`config.mk`:
```
export PLATFORM = sky130hd
export DESIGN_NAME = gate_vector_sequencer
export DESIGN_NICKNAME = d
export VERILOG_FILES = /design/src/rtl/gate_vector_sequencer.sv
export SDC_FILE = /design/constraint.sdc
export NUM_CORES = 1
export LEC_CHECK = 0
export CORE_MARGIN = 4
export CORE_UTILIZATION = 54
export CTS_BUF_LIST = sky130_fd_sc_hd__clkbuf_16
export DETAILED_ROUTE_END_ITERATION = 7
export DONT_BUFFER_PORTS = 1
export PLACE_DENSITY = 0.77
export REMOVE_ABC_BUFFERS = 1
export SETUP_SLACK_MARGIN = 0.5
export SYNTH_ARGS = -nofsm -noshare
export SYNTH_HDL_FRONTEND = slang
export SYNTH_SLANG_ARGS = --single-unit
```
`constraint.sdc`:
```
create_clock -name clk -period 1.67 [get_ports clk]
set_input_delay 0.334 -clock clk [delete_from_list [all_inputs] [get_ports clk]]
set_output_delay 0.334 -clock clk [all_outputs]
set_load 0.01 [all_outputs]
```
`src/rtl/gate_vector_sequencer.sv`:
```
// Stimulus/response sequencer for a 2-input combinational gate.
// Walks {a,b} through 00,01,10,11, holds each vector HOLD_CYCLES cycles,
// samples y on the last hold cycle and scores it against TRUTH.
module gate_vector_sequencer #(
  parameter int         HOLD_CYCLES = 4,
  parameter logic [3:0] TRUTH       = 4'b0001
) (
  input  logic       clk,
  input  logic       rst,
  input  logic       start,
  output logic       a,
  output logic       b,
  input  logic       y,
  output logic       busy,
  output logic       done,
  output logic       pass,
  output logic [2:0] err_count,
  output logic [3:0] fail_vec
);

  typedef enum logic [1:0] {IDLE, RUN, DONE} state_t;

  localparam logic [7:0] HOLD_LAST = 8'(HOLD_CYCLES - 1);

  state_t     state_q, state_d;
  logic [1:0] vec_q, vec_d;
  logic [7:0] hold_q, hold_d;
  logic       a_q, a_d;
  logic       b_q, b_d;
  logic       busy_q, busy_d;
  logic       done_q, done_d;
  logic       pass_q, pass_d;
  logic [2:0] err_q, err_d;
  logic [3:0] fail_q, fail_d;

  // Error counter increment; only four vectors exist, so it never exceeds 4.
  function automatic logic [2:0] err_inc(input logic [2:0] cnt);
    return (cnt >= 3'd4) ? 3'd4 : cnt + 3'd1;
  endfunction

  // Next-state and result logic: start/clear, hold timing, sample and score.
  always_comb begin
    state_d = state_q;
    vec_d   = vec_q;
    hold_d  = hold_q;
    a_d     = a_q;
    b_d     = b_q;
    busy_d  = busy_q;
    done_d  = done_q;
    pass_d  = pass_q;
    err_d   = err_q;
    fail_d  = fail_q;
    case (state_q)
      IDLE, DONE: begin
        if (start) begin
          state_d = RUN;
          vec_d   = 2'd0;
          hold_d  = 8'd0;
          a_d     = 1'b0;
          b_d     = 1'b0;
          busy_d  = 1'b1;
          done_d  = 1'b0;
          pass_d  = 1'b0;
          err_d   = 3'd0;
          fail_d  = 4'd0;
        end
      end
      RUN: begin
        if (hold_q == HOLD_LAST) begin
          hold_d = 8'd0;
          // Case inequality so an undriven or X output counts as a failure.
          if (y !== TRUTH[vec_q]) begin
            fail_d[vec_q] = 1'b1;
            err_d         = err_inc(err_q);
          end
          if (vec_q == 2'd3) begin
            state_d = DONE;
            busy_d  = 1'b0;
            done_d  = 1'b1;
            pass_d  = (err_d == 3'd0);
            a_d     = 1'b0;
            b_d     = 1'b0;
          end else begin
            // Next vector goes out on this same edge: no dead cycles.
            vec_d = vec_q + 2'd1;
            a_d   = vec_d[1];
            b_d   = vec_d[0];
          end
        end else begin
          hold_d = hold_q + 8'd1;
        end
      end
      default: state_d = IDLE;
    endcase
  end

  // State and result registers with synchronous reset.
  always_ff @(posedge clk) begin
    if (rst) begin
      state_q <= IDLE;
      vec_q   <= 2'd0;
      hold_q  <= 8'd0;
      a_q     <= 1'b0;
      b_q     <= 1'b0;
      busy_q  <= 1'b0;
      done_q  <= 1'b0;
      pass_q  <= 1'b0;
      err_q   <= 3'd0;
      fail_q  <= 4'd0;
    end else begin
      state_q <= state_d;
      vec_q   <= vec_d;
      hold_q  <= hold_d;
      a_q     <= a_d;
      b_q     <= b_d;
      busy_q  <= busy_d;
      done_q  <= done_d;
      pass_q  <= pass_d;
      err_q   <= err_d;
      fail_q  <= fail_d;
    end
  end

  assign a         = a_q;
  assign b         = b_q;
  assign busy      = busy_q;
  assign done      = done_q;
  assign pass      = pass_q;
  assign err_count = err_q;
  assign fail_vec  = fail_q;

endmodule

```
==> impl_metrics.py, run 1 <==
metrics = {
    "setup_path": {
        "crit_path_start": "hold_q[0]",
        "cp_max_fo": 4,
        "worstPathRequired_ns": 1.86,
        "crit_arrival_ns": 1.89,
        "endpoint": "err_count[0]",
        "start_kind": "flip-flop",
        "r2r_start": "hold_q[0]",
        "endpoint_kind": "flip-flop",
        "r2r_setup_slack_ns": -0.03,
        "reg2reg_depth": 5,
        "r2r_end": "err_count[0]",
        "crit_type": "reg2reg",
    },
    "layout": {
        "postLayoutCellArea_sq_um": 1590,
        "drive_gt1_share_pct": 40.8,
        "areaGrowthSynthToFinish_pct": 39.4,
        "antenna_cells": 0,
        "fin_nets": 160,
    },
    "grt": {
        "grt_max_degree": 18,
        "grt_pass1_wl_mm": 4.66,
        "overflow": 0,
        "grt_usage_pct": 22.4,
        "first_global_vias": 1065,
        "antenna_found_initial": 0,
    },
    "worst_hold_path": {
        "hold_class": "in2reg",
    },
    "clock_network": {
        "insertion_delay_ns": 0.26,
        "clk_pin_slew_ns": 0.06,
        "numCtsBuffers": 3,
        "cts.sinks": 24,
        "ctsRootBufferMaster": "clkbuf_16",
        "cts_buffer_depth": 2,
        "cts_tree": "done",
        "htreeDepth": 1,
        "ctsHoldBuffers": 0,
    },
    "flow_run": {
        "drv_cap": 0,
    },
    "drt": {
        "first_pass_iters": 4,
        "vias_per_cell": 6.14,
        "drc": 0,
        "ant_nets": 0,
        "wl_per_cell_microns": 20.4,
        "dr_total_vias": 1069,
        "first_iter_violations": 27,
        "totalWireLength_mm": 3.55,
    },
    "sta": {
        "rsz0062_at_grt": "yes",
        "tightest_slew_ns": 0.376,
        "finalClockSkew_ns": 0.00258,
        "fin_crit_sh_pct": 102,
        "finalHoldViolations": 0,
        "finalSetupViolCount": 2,
        "period_needed_ns": 1.70,
        "maxSlewViolCount": 0,
        "slew_headroom_pct": 74.8,
        "setup_ws_ns": -0.0274,
        "fmaxAchievable_mhz": 589,
    },
    "logic_synthesis": {
        "synthArstFlopShare_pct": 0,
        "yosysTopAreaCellShare_pct": 42.1,
        "synthTopCellsByArea": "dfxtp_1 42%, ha_1 7.7%, nor2_1 4.3%",
        "synth-seq-cells": 24,
        "synth_area_sq_um": 1140,
        "yosysTopAreaCell": "dfxtp_1",
        "synth_cells": 124,
        "synth-edff-count": 0,
        "yosysSeqAreaShare_pct": 42.1,
        "synth_top_flop_cell": "dfxtp_1",
        "synth_cell_types": 43,
        "ys_warn_count": 0,
        "syn_avg_cell_area_sq_um": 9.20,
    },
    "placed_design": {
        "dp_hpwl_mm": 1.71,
        "gp_congestion": 0.860,
        "port_buffers": 0,
        "place_area_sq_um": 1260,
    },
    "floorplanning": {
        "core_sq_um": 1980,
        "design.die.area_sq_um": 2910,
        "start_util_pct": 57.6,
        "row_count": 16,
        "die_y_microns": 54.0,
        "chipWidth_microns": 54.0,
        "top_level_ports": 16,
    },
    "power_and_ir_drop": {
        "power.leakage_uw": 0.000580,
        "p_total_uw": 1300,
        "peakVddDrop_mv": 0.719,
        "power_density_nw_per_um2": 819,
    },
    "run_status": {
        "violations": "negative setup slack",
        "status": "finished with violations",
    },
}
-- layout make-up --
type                    instances  area (sq um)
well taps                      27          33.8
repair buffers                 25           203
inverters                       7          26.3
flip-flops and latches         24           488
fillers                       126           392
clock buffers                   3          75.1
multi-input cells              88           764
-- how the worst min path moves through the flow --
| stage | from | endpoint | slack, ns | cells past startpoint |
|---|---|---|---|---|
| finish | rst | hold_q[1] | 0.13 | 1 |
| global route | rst | hold_q[1] | 0.13 | 1 |
| CTS | rst | hold_q[1] | 0.14 | 1 |
| detailed placement | rst | done | 0.41 | 1 |
| global placement | rst | done | 0.41 | 1 |
| floorplan | rst | done | 0.40 | 1 |
-- sequential cells by signal, summed over array words and instances (netlist names) --
| register | flops |
|---|---|
| a | 1 |
| b | 1 |
| vec_q | 2 |
| hold_q | 8 |
| busy | 1 |
| fail_vec | 4 |
| err_count | 3 |
| pass | 1 |
| state_q | 2 |
| done | 1 |
-- where the power goes --
part           leakage (uW)  total, uW  internal (uW)  switching [uW]
Clock             0.0000370        514            317             197
Sequential         0.000196        602            586            15.8
Combinational      0.000347        187           89.9            97.1
-- cell usage in the layout, fill, tap and decap left out, types with 2 or more instances in the layout --
| cell | instances |
|---|---|
| buf_4 | 21 |
| dfxtp_1 | 20 |
| nor2_1 | 12 |
| inv_1 | 5 |
| nand2_1 | 5 |
| nand3_1 | 5 |
| a22o_1 | 5 |
| a21oi_1 | 4 |
| a21oi_2 | 4 |
| ha_1 | 4 |
| buf_6 | 4 |
| xnor2_1 | 3 |
| clkbuf_16 | 3 |
| dfxtp_2 | 3 |
| inv_2 | 2 |
| nand2_4 | 2 |
| nor2b_1 | 2 |
| o21ai_2 | 2 |
| xor2_1 | 2 |
| nand4_1 | 2 |
| or3b_1 | 2 |
| o21ai_1 | 2 |
| ha_4 | 2 |
-- kinds of logic after synthesis --
kind of cell,Yosys count,synth area share [%]
xor+xnor,6,4.61
mux,2,1.86
simple gates,45,23.1
fa+ha+maj,7,7.68
flops,24,42.1
buf+inv,12,4.06
compound gates,28,16.6
-- stage by stage --
| stage | hold slack [ns] | cells | TNS (ns) | worst slack [ns] | util (%) |
|---|---|---|---|---|---|
| 6_report | 0.129 | 174 | -0.0520 | -0.0274 | 80.2 |
| 5_1_grt | 0.125 | 174 | -0.444 | -0.0815 | 80.2 |
| 4_1_cts | 0.136 | 170 | 0 | 0.0999 | 73.1 |
| 3_5_place_dp | 0.408 | 160 | -0.0194 | -0.0103 | 63.6 |
| 3_3_place_gp | 0.406 | 160 | 0 | 0.0474 | 63.6 |
| 2_1_floorplan | 0.403 | 119 | 0 | 0.0705 | - |
-- per-layer routing --
metal	share of wire, %	routed length [microns]	global-route usage, %	up-vias
met5	0	0	0	-
met4	4.4	155	9.96	0
met3	5.9	209	4.71	15
met2	52	1840	43.8	40
met1	38	1340	22.2	523
li1	-	-	-	491
-- worst max-delay path, stage by stage (launching register included) --
cell,delay (ns)
dfxtp_2,0.36
ha_4,0.15
nor4b_4,0.27
nand4b_1,0.27
or3_1,0.43
a21oi_1,0.16
-- Yosys cell counts (3+ instances only) --
cell	number
ha_1	7
o21ai_0	3
a21oi_1	8
inv_1	7
a22o_1	5
clkbuf_1	4
dfxtp_1	24
xnor2_1	4
nand3_1	5
nor2_1	13
nand2_1	7
-- timing repair --
action	4_1_cts	5_1_grt
pin swaps	14	16
gates resized for setup	17	28
hold endpoints to repair	0	0
buffers inserted	7	4
setup endpoints to repair	24	24
(Power assumes the default switching activity.)
==> run 2: changes to the inputs <==
--- a/config.mk
+++ b/config.mk
@@ -8,6 +8,7 @@
 export CORE_MARGIN = 4
 export CORE_UTILIZATION = 54
 export CTS_BUF_LIST = sky130_fd_sc_hd__clkbuf_16
+export CTS_CLUSTER_DIAMETER = 200
 export DETAILED_ROUTE_END_ITERATION = 7
 export DONT_BUFFER_PORTS = 1
 export PLACE_DENSITY = 0.77
==> constraint.sdc (replaced) <==
create_clock -name clk -period 1.48 [get_ports clk]
set_input_delay 0.296 -clock clk [delete_from_list [all_inputs] [get_ports clk]]
set_output_delay 0.296 -clock clk [all_outputs]
set_load 0.01 [all_outputs]
==> impl_metrics.py, run 2 (synthesis results as in run 1) <==
metrics = {
    "run_status": {
        "status": "finished with violations",
        "violations": "negative setup slack",
    },
    "floorplanning": {
        "design.die.area_sq_um": 2910,
        "row_count": 16,
        "die_y_microns": 54.0,
        "chipWidth_microns": 54.0,
        "core_sq_um": 1980,
        "start_util_pct": 57.6,
        "top_level_ports": 16,
    },
    "clock_network": {
        "ctsHoldBuffers": 0,
        "cts_tree": "done",
        "cts.sinks": 24,
        "ctsRootBufferMaster": "clkbuf_16",
        "cts_buffer_depth": 2,
        "htreeDepth": 1,
        "insertion_delay_ns": 0.26,
        "numCtsBuffers": 3,
        "clk_pin_slew_ns": 0.06,
    },
    "grt": {
        "grt_max_degree": 18,
        "first_global_vias": 1222,
        "grt_usage_pct": 27.6,
        "overflow": 0,
        "antenna_found_initial": 0,
        "grt_pass1_wl_mm": 5.71,
    },
    "drt": {
        "met1_length_mm": 1.43,
        "vias_per_cell": 6.37,
        "first_pass_iters": 6,
        "dr_total_vias": 1172,
        "drc": 0,
        "totalWireLength_mm": 3.79,
        "wl_met2_mm": 1.89,
        "wl_met3_microns": 265,
        "routed.top_layer": "met4",
        "first_iter_violations": 50,
        "wl_per_cell_microns": 20.6,
        "ant_nets": 0,
    },
    "placed_design": {
        "place_area_sq_um": 1370,
        "gp_congestion": 0.832,
        "port_buffers": 0,
        "place_ws_ns": -0.122,
        "dp_hpwl_mm": 1.90,
    },
    "worst_hold_path": {
        "hold_class": "in2reg",
    },
    "layout": {
        "fin_util_pct": 86.2,
        "areaGrowthSynthToFinish_pct": 49.7,
        "final_common_cell": "buf_4",
        "regMostFlops": "hold_q",
        "fin_nets": 169,
        "antenna_cells": 0,
        "drive_gt1_share_pct": 52.2,
        "postLayoutCellArea_sq_um": 1710,
        "largest_reg_flops": 8,
        "mostFrequentLayoutCells": "27 x buf_4, 15 x dfxtp_1, 8 x nor2_1, 8 x dfxtp_2, 7 x buf_6",
    },
    "power_and_ir_drop": {
        "combPwrFrac_pct": 14.4,
        "peakVddDrop_mv": 0.781,
        "p_seq_share_pct": 40.2,
        "p_switching_uw": 368,
        "clkPwrFrac_pct": 45.4,
        "p_sw_share_pct": 21.9,
        "power.leakage_uw": 0.000637,
        "power_density_nw_per_um2": 987,
        "internal_power_uw": 1320,
    },
    "setup_path": {
        "start_kind": "flip-flop",
        "crit_type": "reg2reg",
        "path_cells": "ha_4 -> nor4b_4 -> a21oi_2 -> or4_1 -> a21oi_2",
        "crit_top_cell": "a21oi_2",
        "worstPathRequired_ns": 1.67,
        "critical-path-max-stage-delay_ns": 0.52,
        "endpoint_kind": "flip-flop",
        "crit_family": "simple AND/OR/NAND/NOR gates",
        "cp_max_fo": 3,
        "cp_slowest_cell": "or4_1",
        "crit_buf_inv": 0,
        "crit_arrival_ns": 1.83,
    },
    "sta": {
        "setup_ws_ns": -0.162,
        "finalClockSkew_ns": 0.00629,
        "finalSetupViolCount": 22,
        "period_needed_ns": 1.64,
        "fmaxAchievable_mhz": 609,
        "tightest_slew_ns": 0.406,
        "maxSlewViolCount": 0,
        "setup_tns_ns": -1.94,
        "slew_headroom_pct": 72.9,
        "rsz0062_at_grt": "yes",
        "finalHoldViolations": 0,
        "fin_crit_sh_pct": 111,
    },
    "flow_run": {
        "drv_cap": 0,
    },
}
## run 2: final cells by class
cell class,count,area [sq um]
fill,89,274
tap,27,33.8
inverter,7,26.3
clock inverter,1,30.0
timing repair buffer,34,282
multi-input combinational,88,767
clock buffer,3,75.1
sequential,24,494
## run 2: per-stage QoR
stage | std cells | hold WS, ns | power [uW]
CTS | 182 | 0.0974 | 1640
global route | 184 | 0.0846 | 1740
detailed placement | 175 | 0.370 | 850
global placement | 175 | 0.368 | 843
floorplan | 119 | 0.365 | 765
finish | 184 | 0.0928 | 1690
## run 2: final timing paths
| kind | start | endpoint | slack [ns] | cells past startpoint |
|---|---|---|---|---|
| worst min-delay path | rst | vec_q[0] | 0.09 | 1 |
| worst max-delay path | hold_q[0] | vec_q[0] | -0.16 | 5 |
| worst max register to register | hold_q[0] | vec_q[0] | -0.16 | 5 |
| worst min register to register | pass | pass | 0.52 | 2 |
## run 2: repair_timing
| item | CTS | global route |
|---|---|---|
| pin swaps | 21 | 11 |
| setup buffers | 3 | 2 |
| resized for setup | 42 | 15 |
| setup endpoints to repair | 27 | 28 |
| endpoints found under the hold margin | 0 | 0 |
## run 2: worst register-to-register path: stages, from the launching register on
cell and delay, ns:
dfxtp_2 0.35, ha_4 0.13, nor4b_4 0.32, a21oi_2 0.13
or4_1 0.52, a21oi_2 0.13
## run 2: power by group through the flow
stage	clock, uW	combinational (uW)	sequential (uW)
2_1_floorplan	0	76.9	688
5_1_grt	803	256	678
3_3_place_gp	0	157	686
3_5_place_dp	0	163	687
4_1_cts	763	202	677
6_report	766	242	677
## run 2: routing by layer
layer / GRT usage, % / up-vias
li1: - / 511
met1: 30.4 / 560
met2: 46.8 / 76
met3: 5.82 / 25
met4: 19.5 / 0
met5: 0 / -
==> run 3: changes to the inputs <==
--- a/config.mk
+++ b/config.mk
@@ -5,12 +5,13 @@
 export SDC_FILE = /design/constraint.sdc
 export NUM_CORES = 1
 export LEC_CHECK = 0
+export ABC_CLOCK_PERIOD_IN_PS = 1480
 export CORE_MARGIN = 4
 export CORE_UTILIZATION = 54
 export CTS_BUF_LIST = sky130_fd_sc_hd__clkbuf_16
-export CTS_CLUSTER_DIAMETER = 200
 export DETAILED_ROUTE_END_ITERATION = 7
 export DONT_BUFFER_PORTS = 1
+export GPL_TIMING_DRIVEN = 0
 export PLACE_DENSITY = 0.77
 export REMOVE_ABC_BUFFERS = 1
 export SETUP_SLACK_MARGIN = 0.5
==> impl_metrics.py, run 3 (synthesis results as in run 1) <==
metrics = {
    "clock_network": {
        "cts.sinks": 24,
        "cts_tree": "done",
        "ctsRootBufferMaster": "clkbuf_16",
        "cts_buffer_depth": 2,
        "numCtsBuffers": 3,
        "htreeDepth": 1,
        "clk_pin_slew_ns": 0.06,
        "ctsHoldBuffers": 0,
        "insertion_delay_ns": 0.25,
    },
    "floorplanning": {
        "core_sq_um": 1980,
        "start_util_pct": 57.6,
        "top_level_ports": 16,
        "design.die.area_sq_um": 2910,
        "chipWidth_microns": 54.0,
        "row_count": 16,
        "die_y_microns": 54.0,
    },
    "placed_design": {
        "dp_hpwl_mm": 1.59,
        "gp_congestion": 0.833,
        "port_buffers": 0,
        "place_ws_ns": -0.298,
    },
    "drt": {
        "first_iter_violations": 27,
        "ant_nets": 0,
        "drc": 0,
        "totalWireLength_mm": 2.65,
        "first_pass_iters": 4,
        "dr_total_vias": 986,
        "wl_per_cell_microns": 16.0,
        "vias_per_cell": 5.94,
    },
    "layout": {
        "ff_latch_area_sq_um": 493,
        "multi_input_area_sq_um": 727,
        "drive_gt1_share_pct": 34.5,
        "fill_cells": 127,
        "regMostFlops": "hold_q",
        "largest_reg_flops": 8,
        "mostFrequentLayoutCells": "18 x dfxtp_1, 12 x nor2_1, 11 x buf_4",
        "areaGrowthSynthToFinish_pct": 31.3,
        "final_common_cell": "dfxtp_1",
        "fin_nets": 151,
        "antenna_cells": 0,
        "fin_util_pct": 75.6,
    },
    "setup_path": {
        "critical-path-max-stage-delay_ns": 0.44,
        "crit_type": "reg2reg",
        "endpoint_kind": "flip-flop",
        "start_kind": "flip-flop",
        "crit_arrival_ns": 1.90,
        "path_cells": "nor2b_2 -> nand4b_1 -> or3b_1 -> a21oi_2",
        "cp_slowest_cell": "dfxtp_1",
        "cp_max_fo": 8,
        "crit_buf_inv": 0,
        "worstPathRequired_ns": 1.67,
        "crit_family": "simple AND/OR/NAND/NOR gates",
    },
    "power_and_ir_drop": {
        "power_density_nw_per_um2": 957,
        "p_total_uw": 1430,
        "peakVddDrop_mv": 0.682,
        "power.leakage_uw": 0.000528,
    },
    "run_status": {
        "violations": "negative setup slack",
        "status": "finished with violations",
    },
    "grt": {
        "overflow": 0,
        "grt_max_degree": 18,
        "grt_pass1_wl_mm": 4.20,
        "antenna_found_initial": 0,
        "grt_usage_pct": 20.0,
        "first_global_vias": 972,
    },
    "sta": {
        "rsz0062_at_grt": "yes",
        "maxSlewViolCount": 0,
        "setup_ws_ns": -0.224,
        "finalHoldViolations": 0,
        "fmaxAchievable_mhz": 587,
        "finalClockSkew_ns": 0.00213,
        "tightest_slew_ns": 0.516,
        "period_needed_ns": 1.70,
        "fin_crit_sh_pct": 115,
        "finalSetupViolCount": 19,
        "slew_headroom_pct": 65.5,
    },
    "worst_hold_path": {
        "hold_class": "in2reg",
    },
    "flow_run": {
        "drv_cap": 0,
    },
}
[run 3: changes by cell type in the layout (fill, tap and decap cells not counted), sizes merged]
cell    before  now
buf         34   16
bufinv       1    0
clkinv       0    1
[run 3: report_power, final]
group	internal [uW]	total [uW]	switching [uW]	leakage (uW)
combinational	90.7	190	98.9	0.000292
clock	360	568	208	0.0000385
sequential	660	676	16.4	0.000198
total	1110	1430	323	0.000528
[run 3: final cells by class]
| cell class | count | share of cell area, % |
|---|---|---|
| multi-input cells | 88 | 48.5 |
| flip-flops and latches | 24 | 32.9 |
| repair buffers | 16 | 9.27 |
| clock buffers | 3 | 5.01 |
| clock inverters | 1 | 0.251 |
| inverters | 7 | 1.75 |
| well taps | 27 | 2.26 |
[run 3: path summary, 6_finish.rpt]
check | start | endpoint | slack [ns] | cells after the start
min | rst | hold_q[0] | 0.1 | 1
max | state_q[0] | err_count[1] | -0.22 | 4
max reg2reg | state_q[0] | err_count[1] | -0.22 | 4
min reg2reg | done | done | 0.51 | 2
[run 3: per-stage QoR]
step | TNS (ns) | instance area [sq um] | hold WS [ns] | std cells
floorplan | -0.295 | 1120 | 0.365 | 119
global placement | -2.35 | 1150 | 0.369 | 146
detailed placement | -3.11 | 1150 | 0.371 | 146
CTS | -1.03 | 1430 | 0.0943 | 162
global route | -4.34 | 1500 | 0.0889 | 166
finish | -2.12 | 1500 | 0.0986 | 166
[run 3: metal layers]
layer / share of wire [%] / global-route usage (%)
met5: 0 / 0
met4: 2.2 / 12.9
met3: 4.4 / 4.16
met2: 51 / 34.9
met1: 42 / 21.7
[run 3: repair_timing]
item	4_1_cts	5_1_grt
pin swaps	10	7
gates resized for setup	28	12
buffers inserted	12	4
cloned	0	0
endpoints found under the setup margin	27	26
